--- src/rtl/cdb_arbiter.sv ---
// Round-robin arbiter that multiplexes execution-unit results
// onto the single common data bus, registered one cycle after the grant.
module cdb_arbiter #(
  parameter int NUM_EXU   = 4,
  parameter int TAG_W     = 4,
  parameter int ROB_DEPTH = 16,
  parameter int ROB_PTR_W = $clog2(ROB_DEPTH)
) (
  input  logic                           clk,
  input  logic                           rst_n,
  input  logic                           flush,
  input  logic [NUM_EXU-1:0]             exu_req,
  output logic [NUM_EXU-1:0]             exu_rdy,
  input  logic [NUM_EXU*TAG_W-1:0]       exu_tag,
  input  logic [NUM_EXU*32-1:0]          exu_wdata,
  input  logic [NUM_EXU*ROB_PTR_W-1:0]   exu_inst_id,
  output logic                           cdb_wr,
  output logic [TAG_W-1:0]               cdb_tag,
  output logic [31:0]                    cdb_wdata,
  output logic [ROB_PTR_W-1:0]           cdb_inst_id
);

  localparam int PTR_W = (NUM_EXU > 1) ? $clog2(NUM_EXU) : 1;

  logic [PTR_W-1:0]     r_ptr;
  logic                 r_wr;
  logic [TAG_W-1:0]     r_tag;
  logic [31:0]          r_wdata;
  logic [ROB_PTR_W-1:0] r_id;

  logic                 w_gnt;
  logic [PTR_W-1:0]     w_win;
  logic [PTR_W-1:0]     w_nxt;
  logic [TAG_W-1:0]     w_tag;
  logic [31:0]          w_wdata;
  logic [ROB_PTR_W-1:0] w_id;

  // First requester at or after r_ptr, wrapping around.
  always_comb begin
    w_gnt = 1'b0;
    w_win = '0;
    for (int k = 0; k < NUM_EXU; k++) begin
      if (!w_gnt && exu_req[(int'(r_ptr) + k) % NUM_EXU]) begin
        w_gnt = 1'b1;
        w_win = PTR_W'((int'(r_ptr) + k) % NUM_EXU);
      end
    end
    if (!rst_n || flush) begin
      w_gnt = 1'b0;
    end
  end

  always_comb begin
    exu_rdy = '0;
    if (w_gnt) begin
      exu_rdy[w_win] = 1'b1;
    end
  end

  assign w_nxt   = PTR_W'((int'(w_win) + 1) % NUM_EXU);
  assign w_tag   = exu_tag[int'(w_win)*TAG_W +: TAG_W];
  assign w_wdata = exu_wdata[int'(w_win)*32 +: 32];
  assign w_id    = exu_inst_id[int'(w_win)*ROB_PTR_W +: ROB_PTR_W];

  always_ff @(posedge clk) begin
    if (!rst_n) begin
      r_ptr   <= '0;
      r_wr    <= 1'b0;
      r_tag   <= '0;
      r_wdata <= '0;
      r_id    <= '0;
    end else begin
      r_wr <= w_gnt;
      if (w_gnt) begin
        r_ptr   <= w_nxt;
        r_tag   <= w_tag;
        r_wdata <= w_wdata;
        r_id    <= w_id;
      end
    end
  end

  assign cdb_wr      = r_wr;
  assign cdb_tag     = r_tag;
  assign cdb_wdata   = r_wdata;
  assign cdb_inst_id = r_id;

endmodule

--- config.mk ---
export PLATFORM = sky130hd
export DESIGN_NAME = cdb_arbiter
export DESIGN_NICKNAME = d
export VERILOG_FILES = /design/src/rtl/cdb_arbiter.sv
export SDC_FILE = /design/constraint.sdc
export NUM_CORES = 1
export LEC_CHECK = 0
export BUFFER_PORTS_ARGS = -buffer_cell sky130_fd_sc_hd__buf_2
export CORE_MARGIN = 2
export CORE_UTILIZATION = 39
export DETAILED_ROUTE_END_ITERATION = 12
export PLACE_DENSITY = 0.89
export SYNTH_ARGS = -nofsm -noshare
export SYNTH_HDL_FRONTEND = slang
export SYNTH_SLANG_ARGS = --single-unit
--- constraint.sdc ---
create_clock -name clk -period 1.79 [get_ports clk]
set_input_delay 0.358 -clock clk [delete_from_list [all_inputs] [get_ports clk]]
set_output_delay 0.358 -clock clk [all_outputs]
set_load 0.005 [all_outputs]
==> results of run 1 <==
==> power by group through the flow <==
stage | Clock (mW) | Sequential, mW | Combinational [mW]
floorplan | 0 | 1.14 | 1.09
global placement | 0 | 1.14 | 1.58
detailed placement | 0 | 1.14 | 1.64
CTS | 0.717 | 1.12 | 1.69
global route | 0.765 | 1.14 | 1.90
finish | 0.706 | 1.12 | 1.79
==> cell families (layout without fill, tap and decap cells) <==
logic type                after synthesis  after routing  share of synthesized area
and+or+nand+nor                       137            138                      0.236
buffers and inverters                  45            275                      0.105
DFF                                    43             43                      0.257
AOI/OAI and AO/OA                     132            132                      0.400
xor gates and xnor gates                1              1                    0.00261
==> state kept, by name, summed over array words and instances, names as in the netlist <==
signal       flops
r_ptr            2
cdb_inst_id      4
cdb_wdata       32
cdb_wr           1
cdb_tag          4
==> per-stage QoR <==
stage                     hold WS, ns  std cells  utilization  power, mW  cell area (µm²)
after floorplan                 0.449        358            -       2.24             3780
after global placement          0.431        672        0.609       2.72             5060
after detailed placement        0.437        672        0.609       2.79             5060
after CTS                       0.333        686        0.634       3.53             5260
after global routing            0.329        694        0.655       3.81             5430
final                           0.338        694        0.655       3.62             5430
==> final cells by class <==
type / count / area [µm²] / share of cell area
well taps: 105 / 131 / 0.0242
repair buffers: 265 / 1700 / 0.313
inverters: 2 / 7.51 / 0.00138
multi-input cells: 271 / 2630 / 0.484
clock buffers: 8 / 100 / 0.0184
flip-flops and latches: 43 / 863 / 0.159
==> layer usage <==
metal / GRT usage / part of all wire / vias up
li1: - / - / 1846
met2: 0.489 / 0.53 / 147
met5: 0 / 0 / -
met4: 0.0726 / 0.022 / 0
met3: 0.0535 / 0.049 / 29
met1: 0.272 / 0.40 / 1893
==> repair_timing <==
action                     4_1_cts  5_1_grt
cloned                           0        7
hold endpoints to repair         0        0
pin swaps                        9        2
setup buffers                    6        1
resized for setup               14        8
setup endpoints to repair       14       36
==> layout by cell type (no fill, tap or decap), types with 10 or more instances in the layout <==
cell      synthesis  final
o31ai_2          16     16
buf_2             4    210
buf_12            4     10
and3_4            0     55
buf_4             4     30
dfxtp_1          43     41
buf_6            13     11
nand2_1          41     40
a211oi_2         56     79
and3_1           82     27
o31ai_1          24     24
==> cell usage after synthesis (2+ instances only) <==
library cell / instances
nor2b_1: 2
dfxtp_1: 43
buf_4: 4
buf_6: 13
and3_1: 82
nand2b_1: 2
inv_1: 2
o31ai_2: 16
o31ai_1: 24
a211oi_2: 56
a21oi_1: 5
nor2_1: 2
buf_12: 4
clkbuf_1: 17
a211oi_1: 24
nand2_1: 41
nor3_1: 2
o21ai_0: 3
buf_2: 4
==> worst paths after layout <==
kind,from,endpoint,slack (ns),cells past startpoint
worst max-delay path,r_ptr[0],cdb_wdata[9],-0.12,6
worst min-delay path,rst_n,r_ptr[1],0.34,3
worst max register to register,r_ptr[0],cdb_wdata[9],-0.12,6
worst min register to register,cdb_wdata[26],cdb_wdata[26],0.45,2
==> tightest hold or removal path: cells and delay by family <==
kind | cells | cell delay [ns]
buf+inv | 1 | 0.13
compound gates | 2 | 0.11
==> impl_metrics.yaml, run 1 <==
status:
  status: "finished with violations"
  violations: "setup timing"
floorplanning:
  die_h_um: 96.8
  rows: 33
  initial_utilization: 0.404
  core-area_um2: 8300
  ios: 212
  die_x_um: 96.8
  die-area_um2: 9360
logic_synthesis:
  ys.flop_type: "dfxtp_1"
  ys_seq_elements: 43
  synth_area_um2: 3360
  yosysUniqueCellTypes: 31
  syn-mean-instance-area_um2: 9.37
  synth-edff-count: 0
  yosys-top-cells-area: "dfxtp_1, a211oi_2, and3_1, o31ai_2, a211oi_1"
  synth_top_area_share: 0.257
  syn_nets: 525
  yosysTopAreaCell: "dfxtp_1"
  synthArstFlopShare: 0
  seq_area_frac_synth: 0.257
  synthCells: 358
  ys_warn_count: 0
timing:
  finClkSkew_ns: 0.00274
  setup_violations: 44
  period_share: 1.07
  fin_crit_ns: 1.91
  grt_setup_unrepaired: "true"
  tightest_slew_ns: 0.299
  relSlewSlack: 0.801
  finalHoldViolations: 0
  setup_ws_ns: -0.117
  final_max_slew_viol_count: 0
  max_freq_ghz: 0.524
  fin_tns_setup_ns: -2.01
detailed_routing:
  vias: 3915
  dr.pass1.iters: 4
  wl_per_cell_um: 18.6
  drt-total-wl_um: 12900
  ant_nets: 0
  drc: 0
  vias_per_cell: 5.64
  drt-initial-drc-count: 132
global_routing:
  grt_pass1_wl_um: 19900
  groute.usage.overall: 0.252
  antenna_found_initial: 0
  grt_pass1_vias: 4214
  overflow: 0
  grt_max_degree: 47
pwr:
  power_leakage_nw: 2.45
  power_density_nw_per_um2: 666
  pwr-share-comb: 0.495
  p_int_mw: 2.36
  power_switching_share: 0.348
  clock_power_share: 0.195
  p_seq_frac: 0.310
  switchingPower_mw: 1.26
  ir_worst_vdd_mv: 0.438
cts:
  clk_pin_slew_worst_paths_ns: 0.09
  holdBufCountCts: 0
  cts_made_buffers: 5
  cts_tree: "built"
  cts_num_sinks: 43
  cts_buffer_depth: 2
  htreeDepth: 2
  cts_root_buffer: "clkbuf_8"
  clk_latency_ns: 0.29
cells_and_area:
  fillers: 659
  drive_above_1_share: 0.750
  nets: 755
  area_growth_pct: 61.9
  diodes: 0
critical_path:
  cp-start-kind: "flop"
  path_cells: "nor2b_4 > or4b_4 > buf_12 > and3_1 > a211oi_2 > o31ai_1"
  worstSetupEndpointType: "flop"
  worst_ep_arrival_time_ns: 2.08
  worst_ep_required_time_ns: 1.97
  critPathBufInv: 1
  path_max_fanout: 34
  cp_slowest_stage_delay_ns: 0.64
  critPathKind: "reg -> reg"
  cp_slowest_cell: "or4b_4"
  crit_family: "simple AND/OR/NAND/NOR gates"
job:
  drv_cap: 0
placed_design:
  port_buffers: 211
  hpwl_um: 8960
  gp_congestion: 0.904
  dpl_worst_slack_ns: -0.301
min_path:
  hold_class: "in -> reg"
Note: power is estimated with default switching activity, not from simulation.
==> inputs of run 2 (changes only) <==
--- a/config.mk
+++ b/config.mk
@@ -7,9 +7,10 @@
 export LEC_CHECK = 0
 export BUFFER_PORTS_ARGS = -buffer_cell sky130_fd_sc_hd__buf_2
 export CORE_MARGIN = 2
-export CORE_UTILIZATION = 39
+export CORE_UTILIZATION = 35
 export DETAILED_ROUTE_END_ITERATION = 12
-export PLACE_DENSITY = 0.89
+export PLACE_DENSITY = 0.83
+export RECOVER_POWER = 100
 export SYNTH_ARGS = -nofsm -noshare
 export SYNTH_HDL_FRONTEND = slang
 export SYNTH_SLANG_ARGS = --single-unit
==> run 2 against run 1 <==
  * The run still ends with setup timing left
  * Count of clock-buffer cells in the layout decreased by 2
  * Combinational power about the same
  * Clock power decreased by 15%
  * Core utilization decreased by 6.3 points
  * Register-to-register slack improved by 0.04 ns
  * Routed wire length decreased by 1.1%
  * Critical path depth unchanged
  * Critical endpoint is now exu_rdy[2]
  * Largest cell class unchanged
==> impl_metrics.yaml, run 2 (synthesis gave the netlist of run 1 again) <==
status:
  status: "finished with violations"
  violations: "setup timing"
min_path:
  hold_class: "in -> reg"
critical_path:
  worstSetupEndpointType: "output pin"
  path_max_fanout: 3
  crit_family: "simple AND/OR/NAND/NOR gates"
  path_cells: "buf_2 > buf_4 > or2_4 > o211ai_1 > and3_4 > buf_6"
  worst_ep_arrival_time_ns: 1.53
  worst_ep_required_time_ns: 1.43
  cp_slowest_stage_delay_ns: 0.29
  critPathBufInv: 3
  cp-start-kind: "primary input"
  critPathKind: "in -> out"
  cp_slowest_cell: "o211ai_1"
floorplanning:
  die_h_um: 102
  die-area_um2: 10400
  die_x_um: 102
  initial_utilization: 0.361
  ios: 212
  rows: 35
  core-area_um2: 9280
cells_and_area:
  fin_util: 0.592
  nets: 754
  final_cell_mix: "buf_2, a211oi_2, and3_4"
  drive_above_1_share: 0.713
  area_growth_pct: 63.8
  largest_register_ff_count: 32
  diodes: 0
  fin_cells: 715
  final_common_cell: "buf_2"
timing:
  grt_setup_unrepaired: "true"
  setup_violations: 35
  period_share: 1.05
  finClkSkew_ns: 0.00724
  fin_crit_ns: 1.89
  whs_ns: 0.338
  finalHoldViolations: 0
  tightest_slew_ns: 0.568
  setup_ws_ns: -0.0953
  max_freq_ghz: 0.530
  final_max_slew_viol_count: 0
  relSlewSlack: 0.622
cts:
  clk_latency_ns: 0.29
  cts_made_buffers: 5
  cts_buffer_depth: 2
  clk_pin_slew_worst_paths_ns: 0.09
  cts_num_sinks: 43
  htreeDepth: 2
  holdBufCountCts: 0
  cts_tree: "built"
  cts_root_buffer: "clkbuf_8"
pwr:
  p_int_mw: 2.28
  pwr-share-comb: 0.512
  p_seq_frac: 0.317
  power_switching_share: 0.357
  power_density_nw_per_um2: 644
  switchingPower_mw: 1.26
  clock_power_share: 0.170
  ir_worst_vdd_mv: 0.383
  power_leakage_nw: 2.35
detailed_routing:
  drt-met1-wl_um: 5290
  vias: 3869
  ant_nets: 0
  drc: 0
  dr.pass1.iters: 4
  dr_wl_met3_um: 687
  maxUsedRoutingLayer: "met4"
  met2_length_um: 6630
  drt-initial-drc-count: 119
  vias_per_cell: 5.41
  wl_per_cell_um: 17.9
  drt-total-wl_um: 12800
placed_design:
  gp_congestion: 0.871
  hpwl_um: 8680
  dp_cells: 692
  port_buffers: 211
global_routing:
  overflow: 0
  grt_pass1_vias: 3866
  antenna_found_initial: 0
  grt_max_degree: 46
  groute.usage.overall: 0.221
  grt_pass1_wl_um: 18500
job:
  drv_cap: 0
run 2: changes by cell type in the layout (fill, tap and decap cells not counted), sizes merged:
cell    delta
clkbuf    +22
nand2      +1
buf       -26
run 2: per-layer routing:
metal / track usage / up-vias
li1: - / 1848
met1: 0.268 / 1858
met2: 0.413 / 147
met3: 0.0260 / 16
met4: 0.0554 / 0
met5: 0 / -
run 2: path summary, 6_finish.rpt:
kind               from             to  slack (ns)  cells past startpoint
max          exu_req[3]     exu_rdy[2]        -0.1                      6
min               rst_n       r_ptr[0]        0.34                      3
max reg2reg    r_ptr[0]  cdb_wdata[23]       -0.08                      7
min reg2reg  cdb_tag[2]     cdb_tag[2]        0.46                      2
run 2: stage by stage:
step	power, mW	setup WS (ns)	instance area, µm²	setup TNS (ns)
final	3.54	-0.0953	5500	-1.34
after global routing	3.74	-0.140	5500	-4.06
after CTS	3.46	-0.0745	5340	-0.876
after detailed placement	2.77	-0.293	5060	-8.89
after global placement	2.71	-0.187	5060	-6.52
after floorplan	2.24	-0.0911	3780	-0.0911
run 2: power groups by stage:
stage / Clock (mW) / Combinational [mW] / Sequential [mW]
6_report: 0.603 / 1.81 / 1.12
5_1_grt: 0.659 / 1.94 / 1.14
4_1_cts: 0.619 / 1.72 / 1.12
3_5_place_dp: 0 / 1.63 / 1.14
3_3_place_gp: 0 / 1.58 / 1.14
2_1_floorplan: 0 / 1.09 / 1.14
run 2: final cells by class:
| type | instances | area (µm²) |
|---|---|---|
| inverter | 2 | 7.51 |
| tap | 129 | 161 |
| multi-input combinational | 272 | 2710 |
| fill | 796 | 3790 |
| timing repair buffer | 263 | 1680 |
| clock buffer | 6 | 72.6 |
| sequential | 43 | 868 |
run 2: worst reg2reg max path: cells and delay by family (launching register included):
| family | cells | cell delay (ns) |
|---|---|---|
| compound gates | 2 | 0.24 |
| flops | 1 | 0.38 |
| simple gates | 3 | 0.76 |
| buf+inv | 2 | 0.36 |
run 2: timing repair:
action                                  4_1_cts  5_1_grt
cloned                                        3        4
gates resized for setup                      19       14
buffers inserted                              8        3
endpoints found under the setup margin       44       44
pin swaps                                     8        6
==> inputs of run 3 (changes only) <==
--- a/config.mk
+++ b/config.mk
@@ -5,11 +5,13 @@
 export SDC_FILE = /design/constraint.sdc
 export NUM_CORES = 1
 export LEC_CHECK = 0
-export BUFFER_PORTS_ARGS = -buffer_cell sky130_fd_sc_hd__buf_2
+export ABC_AREA = 1
 export CORE_MARGIN = 2
 export CORE_UTILIZATION = 35
+export CTS_CLUSTER_SIZE = 40
 export DETAILED_ROUTE_END_ITERATION = 12
-export PLACE_DENSITY = 0.83
+export DONT_BUFFER_PORTS = 1
+export PLACE_DENSITY = 0.63
 export RECOVER_POWER = 100
 export SYNTH_ARGS = -nofsm -noshare
 export SYNTH_HDL_FRONTEND = slang
==> run 3 against run 2 <==
  * The flow still finishes with violations (setup timing)
  * Non-clock buffer count shrank 192
  * Die area grew 8.9%
  * Critical path depth grew 6
  * Routed wire length grew 8.5%
  * Flip-flop and latch count is the same
  * Register-to-register slack lost 0.25 ns
  * Core utilization shrank 10 points
  * Final cell count grew 19%
  * Combinational power grew 120%
  * Largest cell class unchanged
  * Highest routed layer unchanged
==> impl_metrics.yaml, run 3 <==
timing:
  finalHoldViolations: 0
  whs_ns: 0.155
  setup_ws_ns: -0.414
  max_freq_ghz: 0.454
  finClkSkew_ns: 0.00679
  fin_crit_ns: 2.20
  period_share: 1.23
  setup_violations: 45
  grt_setup_unrepaired: "true"
  relSlewSlack: 0.762
  final_max_slew_viol_count: 0
  tightest_slew_ns: 0.355
critical_path:
  critPathKind: "reg -> out"
  critPathMostFrequentCell: "nand2_2"
  cp_slowest_cell: "dfxtp_4"
  rr_worst_depth: 16
  crit_family: "simple AND/OR/NAND/NOR gates"
  r2r_setup_slack_ns: -0.33
  r2r_end: "cdb_wdata[29]"
  worst_ep_arrival_time_ns: 1.85
  worst_ep_required_time_ns: 1.43
  cp-start-kind: "flop"
  path_max_fanout: 9
  path_cells: "buf_12 > inv_12 > nand2_1 > nand2_2 > nand2_2 > nand2_2 > nand2_2 > nand2_2 > nand2_4 > nand3_4 > buf_12 > nor3_4"
  rr_startpoint: "r_ptr[0]"
  worstSetupEndpointType: "output pin"
  critPathBufInv: 3
  cp_slowest_stage_delay_ns: 0.38
cts:
  clk_pin_slew_worst_paths_ns: 0.09
  cts_tree: "built"
  htreeDepth: 2
  cts_num_sinks: 43
  cts_root_buffer: "clkbuf_8"
  holdBufCountCts: 0
  cts_buffer_depth: 2
  clk_latency_ns: 0.30
  cts_made_buffers: 5
placed_design:
  port_buffers: 0
  hpwl_um: 9130
  gp_congestion: 0.957
  dp_cells: 811
status:
  violations: "setup timing"
  status: "finished with violations"
cells_and_area:
  diodes: 0
  fin_cells: 848
  nets: 878
  area_growth_pct: 36.7
  multiInputGateArea_um2: 2480
  largest_register_ff_count: 32
  fillers: 1012
  drive_above_1_share: 0.209
  final_common_cell: "nand2_1"
  final_cell_mix: "nand2_1, inv_1, nand3_1"
  seqCellArea_um2: 868
logic_synthesis:
  ys_warn_count: 0
  ys_seq_elements: 43
  synth.most_common_cell: "nand2_1"
  synth-edff-count: 0
  synth_common_cells: "nand2_1, inv_1, nand3_1"
  synthArstFlopShare: 0
  ys.flop_type: "dfxtp_1"
  synth_area_um2: 3670
  synthCells: 685
  seq_area_frac_synth: 0.235
  syn-mean-instance-area_um2: 5.35
  syn_nets: 852
  synth_top_area_share: 0.275
  yosysUniqueCellTypes: 23
  yosys-top-cells-area: "nand2_1, dfxtp_1, nand3_1, nand4_1, inv_1"
  yosysTopAreaCell: "nand2_1"
floorplanning:
  initial_utilization: 0.358
  rows: 37
  die_h_um: 106
  die-area_um2: 11300
  core-area_um2: 10200
  die_x_um: 106
  ios: 212
detailed_routing:
  drt-total-wl_um: 13900
  dr.pass1.iters: 5
  vias: 4538
  vias_per_cell: 5.35
  drt-initial-drc-count: 453
  wl_per_cell_um: 16.3
  ant_nets: 0
  drc: 0
pwr:
  power_leakage_nw: 2.73
  power_density_nw_per_um2: 1190
  ir_worst_vdd_mv: 0.469
min_path:
  hold_path_depth: 2
  holdPathEnd: "r_ptr[1]"
  min_from: "rst_n"
  hold_class: "in -> reg"
global_routing:
  grt_pass1_wl_um: 20100
  overflow: 0
  groute.usage.overall: 0.222
  grt_max_degree: 43
  grt_pass1_vias: 4224
  antenna_found_initial: 0
job:
  drv_cap: 0
-- run 3: cell count changes after synthesis, sizes merged, moves of 2 or more --
| cell | change |
|---|---|
| nand2 | +229 |
| inv | +101 |
| nand3 | +90 |
| and3 | -82 |
| a211oi | -79 |
| nand4 | +64 |
| o31ai | -40 |
| nor2 | +38 |
| buf | +13 |
| a21oi | +11 |
| clkbuf | -4 |
| nor2b | -3 |
| nand2b | -2 |
-- run 3: stage by stage --
step | TNS, ns | utilization | power [mW] | worst slack (ns) | cell area [µm²]
after floorplan | -0.00932 | - | 3.23 | -0.00932 | 3690
after global placement | -4.67 | 0.399 | 4.01 | -0.157 | 4080
after detailed placement | -7.63 | 0.399 | 4.07 | -0.219 | 4080
after CTS | -10.38 | 0.452 | 5.50 | -0.370 | 4620
after global routing | -19.01 | 0.490 | 6.43 | -0.484 | 5010
final | -13.48 | 0.490 | 5.98 | -0.414 | 5010
-- run 3: cell families after synthesis --
logic type,Yosys count,synth area share
AND/OR/NAND/NOR,467,0.561
buffers and inverters,155,0.176
flip-flops,43,0.235
AO/OA/AOI/OAI,20,0.0283
-- run 3: final cells by class --
cell class,count,share of cell area
Sequential cell,43,0.173
Clock inverter,1,0.00150
Tap cell,136,0.0339
Clock buffer,7,0.0192
Timing Repair Buffer,71,0.197
Multi-Input combinational cell,487,0.495
Inverter,103,0.0806
-- run 3: routing by layer --
metal	wire length (µm)	track usage	vias to the layer above
met5	0	0	-
met4	384	0.0827	0
met3	1150	0.0546	33
met2	7000	0.416	260
met1	5320	0.240	2038
li1	-	-	2207
-- run 3: worst max-delay path by stage --
stage / startpoint / endpoint / depth (start not counted)
floorplan: r_ptr[0] / exu_rdy[0] / 12
global placement: r_ptr[0] / exu_rdy[3] / 10
detailed placement: r_ptr[0] / exu_rdy[3] / 12
CTS: r_ptr[0] / exu_rdy[3] / 10
global route: r_ptr[0] / exu_rdy[3] / 11
finish: r_ptr[0] / exu_rdy[3] / 12
-- run 3: timing repair --
item	CTS	global route
pin swaps	11	9
buffers inserted	16	1
endpoints found under the setup margin	45	47
resized for setup	61	45
cloned	4	8
-- run 3: where the power goes --
| part | total (mW) | switching (mW) | internal, mW |
|---|---|---|---|
| clock | 0.703 | 0.352 | 0.351 |
| combinational | 3.91 | 2.06 | 1.85 |
| sequential | 1.37 | 0.189 | 1.18 |
| total | 5.98 | 2.60 | 3.38 |
-- run 3: worst register-to-register path, cell delays in order (launching register included) --
cell	delay, ns
dfxtp_4	0.37
buf_12	0.14
inv_12	0.09
nand2_4	0.07
nand3_4	0.09
nand2_4	0.07
nor2_4	0.17
nand3_4	0.16
nand3_4	0.14
buf_6	0.13
buf_12	0.14
nor2_4	0.05
buf_12	0.14
nand2_1	0.06
nand2_1	0.06
nor2_2	0.10
nor2_1	0.04
